File: src/rtl/instruction_loader_pkg.sv
// Shared definitions for the boot-time instruction loader and the instruction memory.
// MEM_SIZE lives here so the memory depth and the loader's word-count limit cannot drift apart.
package instruction_loader_pkg;

    localparam int MEM_SIZE       = 20000;
    localparam int BYTES_PER_WORD = 4;

    localparam logic [1:0] ST_COUNT = 2'd0;
    localparam logic [1:0] ST_DATA  = 2'd1;
    localparam logic [1:0] ST_DONE  = 2'd2;
    localparam logic [1:0] ST_ERROR = 2'd3;

    typedef enum logic [1:0] {
        COUNT = ST_COUNT,
        DATA  = ST_DATA,
        DONE  = ST_DONE,
        ERROR = ST_ERROR
    } state_t;

endpackage

File: src/rtl/instruction_loader_byte_word_assembler.sv
// Packs a serial byte stream into big-endian 32-bit words.
// o_word is the word completed by the current byte, so it is only meaningful while o_word_valid is high.
module instruction_loader_byte_word_assembler
    import instruction_loader_pkg::*;
(
    input  logic        clk,
    input  logic        reset_n,
    input  logic        i_enable,
    input  logic        i_restart,
    input  logic [7:0]  i_rx_data,
    input  logic        i_rx_valid,
    output logic [31:0] o_word,
    output logic        o_word_valid
);

    logic [1:0]  r_byte_idx;
    logic [31:0] r_word;
    logic        w_accept;

    assign w_accept = i_enable && i_rx_valid;

    always_ff @(posedge clk or negedge reset_n) begin
        if (!reset_n) begin
            r_byte_idx <= 2'd0;
            r_word     <= 32'd0;
        end else if (i_restart) begin
            r_byte_idx <= 2'd0;
            r_word     <= 32'd0;
        end else if (w_accept) begin
            r_byte_idx <= r_byte_idx + 2'd1;
            r_word     <= {r_word[23:0], i_rx_data};
        end
    end

    assign o_word       = {r_word[23:0], i_rx_data};
    assign o_word_valid = w_accept && (r_byte_idx == 2'(BYTES_PER_WORD - 1));

endmodule

File: src/rtl/instruction_loader.sv
// Boot loader: reads a word count then that many words from the serial stream into instruction memory,
// holding the CPU until the image is complete and then handing the memory address port to the fetch path.
module instruction_loader #(
    parameter int MEM_SIZE   = instruction_loader_pkg::MEM_SIZE,
    parameter int ADDR_WIDTH = 16
) (
    input  logic                          clk,
    input  logic                          reset_n,
    input  logic [7:0]                    rx_data,
    input  logic                          rx_valid,
    input  logic                          reload,
    input  logic [ADDR_WIDTH-1:0]         cpu_address,
    output logic                          mem_write_enable,
    output logic [ADDR_WIDTH-1:0]         mem_address,
    output logic [31:0]                   mem_write_data,
    output logic                          cpu_enable,
    output logic                          load_error,
    output logic [ADDR_WIDTH-1:0]         words_loaded,
    output instruction_loader_pkg::state_t dbg_state
);

    import instruction_loader_pkg::*;

    state_t                r_state;
    state_t                w_state_next;
    logic [ADDR_WIDTH-1:0] r_load_addr;
    logic [ADDR_WIDTH-1:0] r_words_loaded;
    logic [31:0]           r_count;
    logic                  r_we;
    logic [31:0]           r_wdata;
    logic [31:0]           w_word;
    logic                  w_word_valid;
    logic                  w_restart;
    logic                  w_assembler_en;
    logic                  w_count_load;
    logic                  w_last_write;
    logic [31:0]           w_words_next;

    instruction_loader_byte_word_assembler u_assembler (
        .clk          (clk),
        .reset_n      (reset_n),
        .i_enable     (w_assembler_en),
        .i_restart    (w_restart),
        .i_rx_data    (rx_data),
        .i_rx_valid   (rx_valid),
        .o_word       (w_word),
        .o_word_valid (w_word_valid)
    );

    // Compare at 32 bits so a count wider than the address counter is still caught.
    assign w_words_next = 32'(r_words_loaded) + 32'd1;
    assign w_last_write = r_we && (w_words_next == r_count);

    always_comb begin
        w_state_next   = r_state;
        w_restart      = 1'b0;
        w_assembler_en = 1'b0;
        w_count_load   = 1'b0;
        case (r_state)
            COUNT: begin
                w_assembler_en = 1'b1;
                if (w_word_valid) begin
                    w_count_load = 1'b1;
                    if (w_word == 32'd0)
                        w_state_next = DONE;
                    else if (w_word > 32'(MEM_SIZE))
                        w_state_next = ERROR;
                    else
                        w_state_next = DATA;
                end
            end
            DATA: begin
                w_assembler_en = 1'b1;
                if (w_last_write)
                    w_state_next = DONE;
            end
            DONE: begin
                if (reload) begin
                    w_state_next = COUNT;
                    w_restart    = 1'b1;
                end
            end
            ERROR: w_state_next = ERROR;
            default: w_state_next = COUNT;
        endcase
    end

    always_ff @(posedge clk or negedge reset_n) begin
        if (!reset_n)
            r_state <= COUNT;
        else
            r_state <= w_state_next;
    end

    always_ff @(posedge clk or negedge reset_n) begin
        if (!reset_n) begin
            r_we           <= 1'b0;
            r_wdata        <= 32'd0;
            r_count        <= 32'd0;
            r_load_addr    <= '0;
            r_words_loaded <= '0;
        end else begin
            r_we <= 1'b0;
            // Write data is latched separately so the assembler can keep taking bytes during the write.
            if (r_state == DATA && w_word_valid) begin
                r_we    <= 1'b1;
                r_wdata <= w_word;
            end
            if (w_count_load)
                r_count <= w_word;
            if (w_restart) begin
                r_load_addr    <= '0;
                r_words_loaded <= '0;
            end else if (r_we) begin
                r_words_loaded <= r_words_loaded + 1'b1;
                if (r_load_addr != ADDR_WIDTH'(MEM_SIZE - 1))
                    r_load_addr <= r_load_addr + 1'b1;
            end
        end
    end

    assign mem_write_enable = r_we;
    assign mem_write_data   = r_wdata;
    assign mem_address      = (r_state == DONE) ? cpu_address : r_load_addr;
    assign cpu_enable       = (r_state == DONE);
    assign load_error       = (r_state == ERROR);
    assign words_loaded     = r_words_loaded;
    assign dbg_state        = r_state;

endmodule
File: config.mk
export PLATFORM = sky130hd
export DESIGN_NAME = instruction_loader
export DESIGN_NICKNAME = d
export VERILOG_FILES = /design/src/rtl/instruction_loader_pkg.sv /design/src/rtl/instruction_loader_byte_word_assembler.sv /design/src/rtl/instruction_loader.sv
export SDC_FILE = /design/constraint.sdc
export NUM_CORES = 1
export LEC_CHECK = 0
export CAP_MARGIN = 25
export CORE_MARGIN = 2
export CORE_UTILIZATION = 52
export CTS_CLUSTER_DIAMETER = 40
export CTS_CLUSTER_SIZE = 28
export DETAILED_ROUTE_END_ITERATION = 8
export PLACE_DENSITY_LB_ADDON = 0.1
export SLEW_MARGIN = 15
export SYNTH_ARGS = -nofsm -noshare
export SYNTH_HDL_FRONTEND = slang
export SYNTH_SLANG_ARGS = --single-unit
File: constraint.sdc
create_clock -name clk -period 4.24 [get_ports clk]
set_input_delay 0.424 -clock clk [delete_from_list [all_inputs] [get_ports clk]]
set_output_delay 0.424 -clock clk [all_outputs]
set_load 0.01 [all_outputs]
==> qor.txt <==
Status -> finished, violations left
Failing checks -> hold timing
Synth-to-Final Area Change -> 25.7%
Synthesized area -> 6150 um^2
MaxCap Viol Count -> 0
Clock Tree Buf Depth -> 2
Setup Skew -> 0.00566 ns
Top post-synthesis cells by count -> dfrtp_1, mux2_2, nand2_1
Top area cells in the synthesized netlist -> dfrtp_1, mux2_2, nand2_1
Initial antenna violation count -> 0
Min-Delay Path Class -> in2async
Routed length per placed instance -> 17.6 um
DR iter-0 viols -> 274
GRT Overall Usage -> 0.234
First-pass GRT wire length -> 23.6 mm
Top-count cell post-synth -> dfrtp_1
Vias -> 4580
DRC -> 0
Slew headroom -> 0.388
Syn nets -> 591
Post-CTS setup repair buffer count -> 0
Critical path arrival -> 2.66 ns
Unrepaired setup endpoints after global routing -> false
Multi-input gate area -> 2820 um^2
CTS tree -> done
CP Max Fanout -> 23
FF+latch count, synth -> 125
Die height -> 113 um
I/O pin total -> 97
CP startpoint -> dbg_state[1]
Slew Limit Fails -> 0
Sink Count -> 125
Syn_area_per_cell -> 11.0 um^2
Pwr per Cell Area -> 645 nW/um^2
Synthesis warning total -> 0
Final nets -> 679
Setup crit start kind -> flip-flop
Setup crit end kind -> primary output
Share of layout cells above drive strength 1 -> 0.205
Async set-reset flop share out of synthesis -> 1.00
CTS resizes -> 0
Max Freq -> 325 MHz
R2R setup slack -> 1.59 ns
Area post-placement -> 7180 um^2
Reg2reg end -> r_load_addr[9]
Largest net degree at the start of global routing -> 75
1st-pass router iterations -> 5
EDFF count, synth -> 0
Fin crit period -> 3.08 ns
Gr ovfl total -> 0
Drt total wl -> 14.2 mm
Final setup vio count -> 0
Yosys top cell area share -> 0.508
DR vias/cell -> 5.70
Vias in the first global route -> 4569
Critical Path End -> mem_address[10]
Die width -> 113 um
Critical path type -> reg2out
Data required, critical path -> 3.82 ns
Root Driver -> clkbuf_16
GP Congestion -> 0.851
Hold Buf Count CTS -> 0
Skew-Pair Late Insertion Delay -> 0.41 ns
Mapped Cells -> 560
R2R cell count -> 5
Post-synthesis sequential area ratio -> 0.508
# fillers -> 918
Site Rows -> 39
Final hold slack -> -0.0323 ns
Static Leakage -> 3.27 nW
# diodes -> 0
Area leader, netlist -> dfrtp_1
Clk slew on worst S/H paths -> 0.06 ns
Total number of H-tree levels -> 4
Final worst path period share -> 0.726
PortBufs -> 96
Die area -> 12700 um^2
Total CTS buffers -> 17
Cell area after layout -> 7740 um^2
Starting Density -> 0.537
FF-to-FF Start -> dbg_state[1]
Worst ir drop on vdd -> 0.456 mV
Hold Violations, Final -> 35
Least-Margin Pin Slew -> 0.913 ns
Count of unique library cells instantiated by Yosys -> 66
Dpl hpwl -> 9.73 mm
Register area -> 3130 um^2
Sum Neg Setup Slack -> 0 ns
Core area -> 11500 um^2
Ys flop type -> dfrtp_1
Antenna Violating Nets Remaining -> 0
-- worst min path at each step --
stage                         end  depth (start not counted)                from
6_report           r_load_addr[7]                          1             reset_n
3_3_place_gp    mem_write_data[3]                          1   mem_write_data[3]
5_1_grt            r_load_addr[9]                          1             reset_n
3_5_place_dp   mem_write_data[16]                          1  mem_write_data[16]
4_1_cts            r_load_addr[7]                          1             reset_n
2_1_floorplan        dbg_state[0]                          0             reset_n
-- through the flow --
stage          power, W  setup slack [ns]   util  cells
4_1_cts         0.00502              1.10  0.673    802
2_1_floorplan   0.00289              2.12      -    560
6_report        0.00499              1.16  0.675    803
3_5_place_dp    0.00369              1.53  0.626    771
5_1_grt         0.00527             0.972  0.675    803
3_3_place_gp    0.00364              1.61  0.626    771
-- layer usage --
layer / GRT usage / share of wire / up-vias
met4: 0.0593 / 0.011 / 0
met2: 0.364 / 0.48 / 148
li1: - / - / 2154
met1: 0.328 / 0.45 / 2268
met3: 0.0632 / 0.059 / 10
met5: 0 / 0 / -
-- state kept, by name, indices dropped and copies added, names as in the netlist --
signal,count
r_load_addr,16
u_assembler.r_word,24
r_count,32
u_assembler.r_byte_idx,2
mem_write_enable,1
words_loaded,16
mem_write_data,32
dbg_state,2
-- where the power goes --
part	internal (W)	total (W)	switching (W)
combinational	0.000995	0.00177	0.000776
clock	0.000789	0.00130	0.000516
sequential	0.00151	0.00191	0.000407
-- placed cells by master (no fill, tap or decap), drive strengths merged, types with 3 or more instances in the layout --
cell type | netlist | routed
clkbuf | 22 | 22
nor3 | 9 | 9
xor2 | 17 | 17
and3 | 4 | 4
or3 | 5 | 5
nand4 | 15 | 15
xnor2 | 29 | 29
clkinv | 0 | 5
or4 | 3 | 3
o21ai | 12 | 12
mux2 | 76 | 76
nand2 | 70 | 70
inv | 12 | 13
ha | 3 | 3
clkinvlp | 0 | 3
a2111oi | 7 | 7
a211oi | 4 | 4
a21oi | 31 | 31
nor4 | 15 | 15
clkdlybuf4s50 | 0 | 95
dfrtp | 125 | 125
nand3 | 12 | 12
nor2 | 37 | 37
buf | 12 | 8
nor2b | 3 | 3
-- cell families after synthesis --
family,count (synthesis),share of synthesized area
AOI/OAI and AO/OA,75,0.0890
xor gates and xnor gates,46,0.0667
adders and majority gates,3,0.00610
buffers and inverters,46,0.0339
DFF,125,0.508
muxes,78,0.142
and+or+nand+nor,187,0.154
-- area by class of cell --
class                           count  share of cell area
Clock inverter                      9             0.00825
Tap cell                          143              0.0231
Clock buffer                       22              0.0613
Inverter                           12             0.00582
Multi-Input combinational cell    389               0.365
Sequential cell                   125               0.404
Timing Repair Buffer              103               0.132
-- critical path, cell delays in order, from the launching register on --
cell and delay, ns:
dfrtp_1 0.53, nor2b_2 0.81, mux2_2 0.42, clkdlybuf4s50_1 0.48
Power figures use the tool's default switching activity.
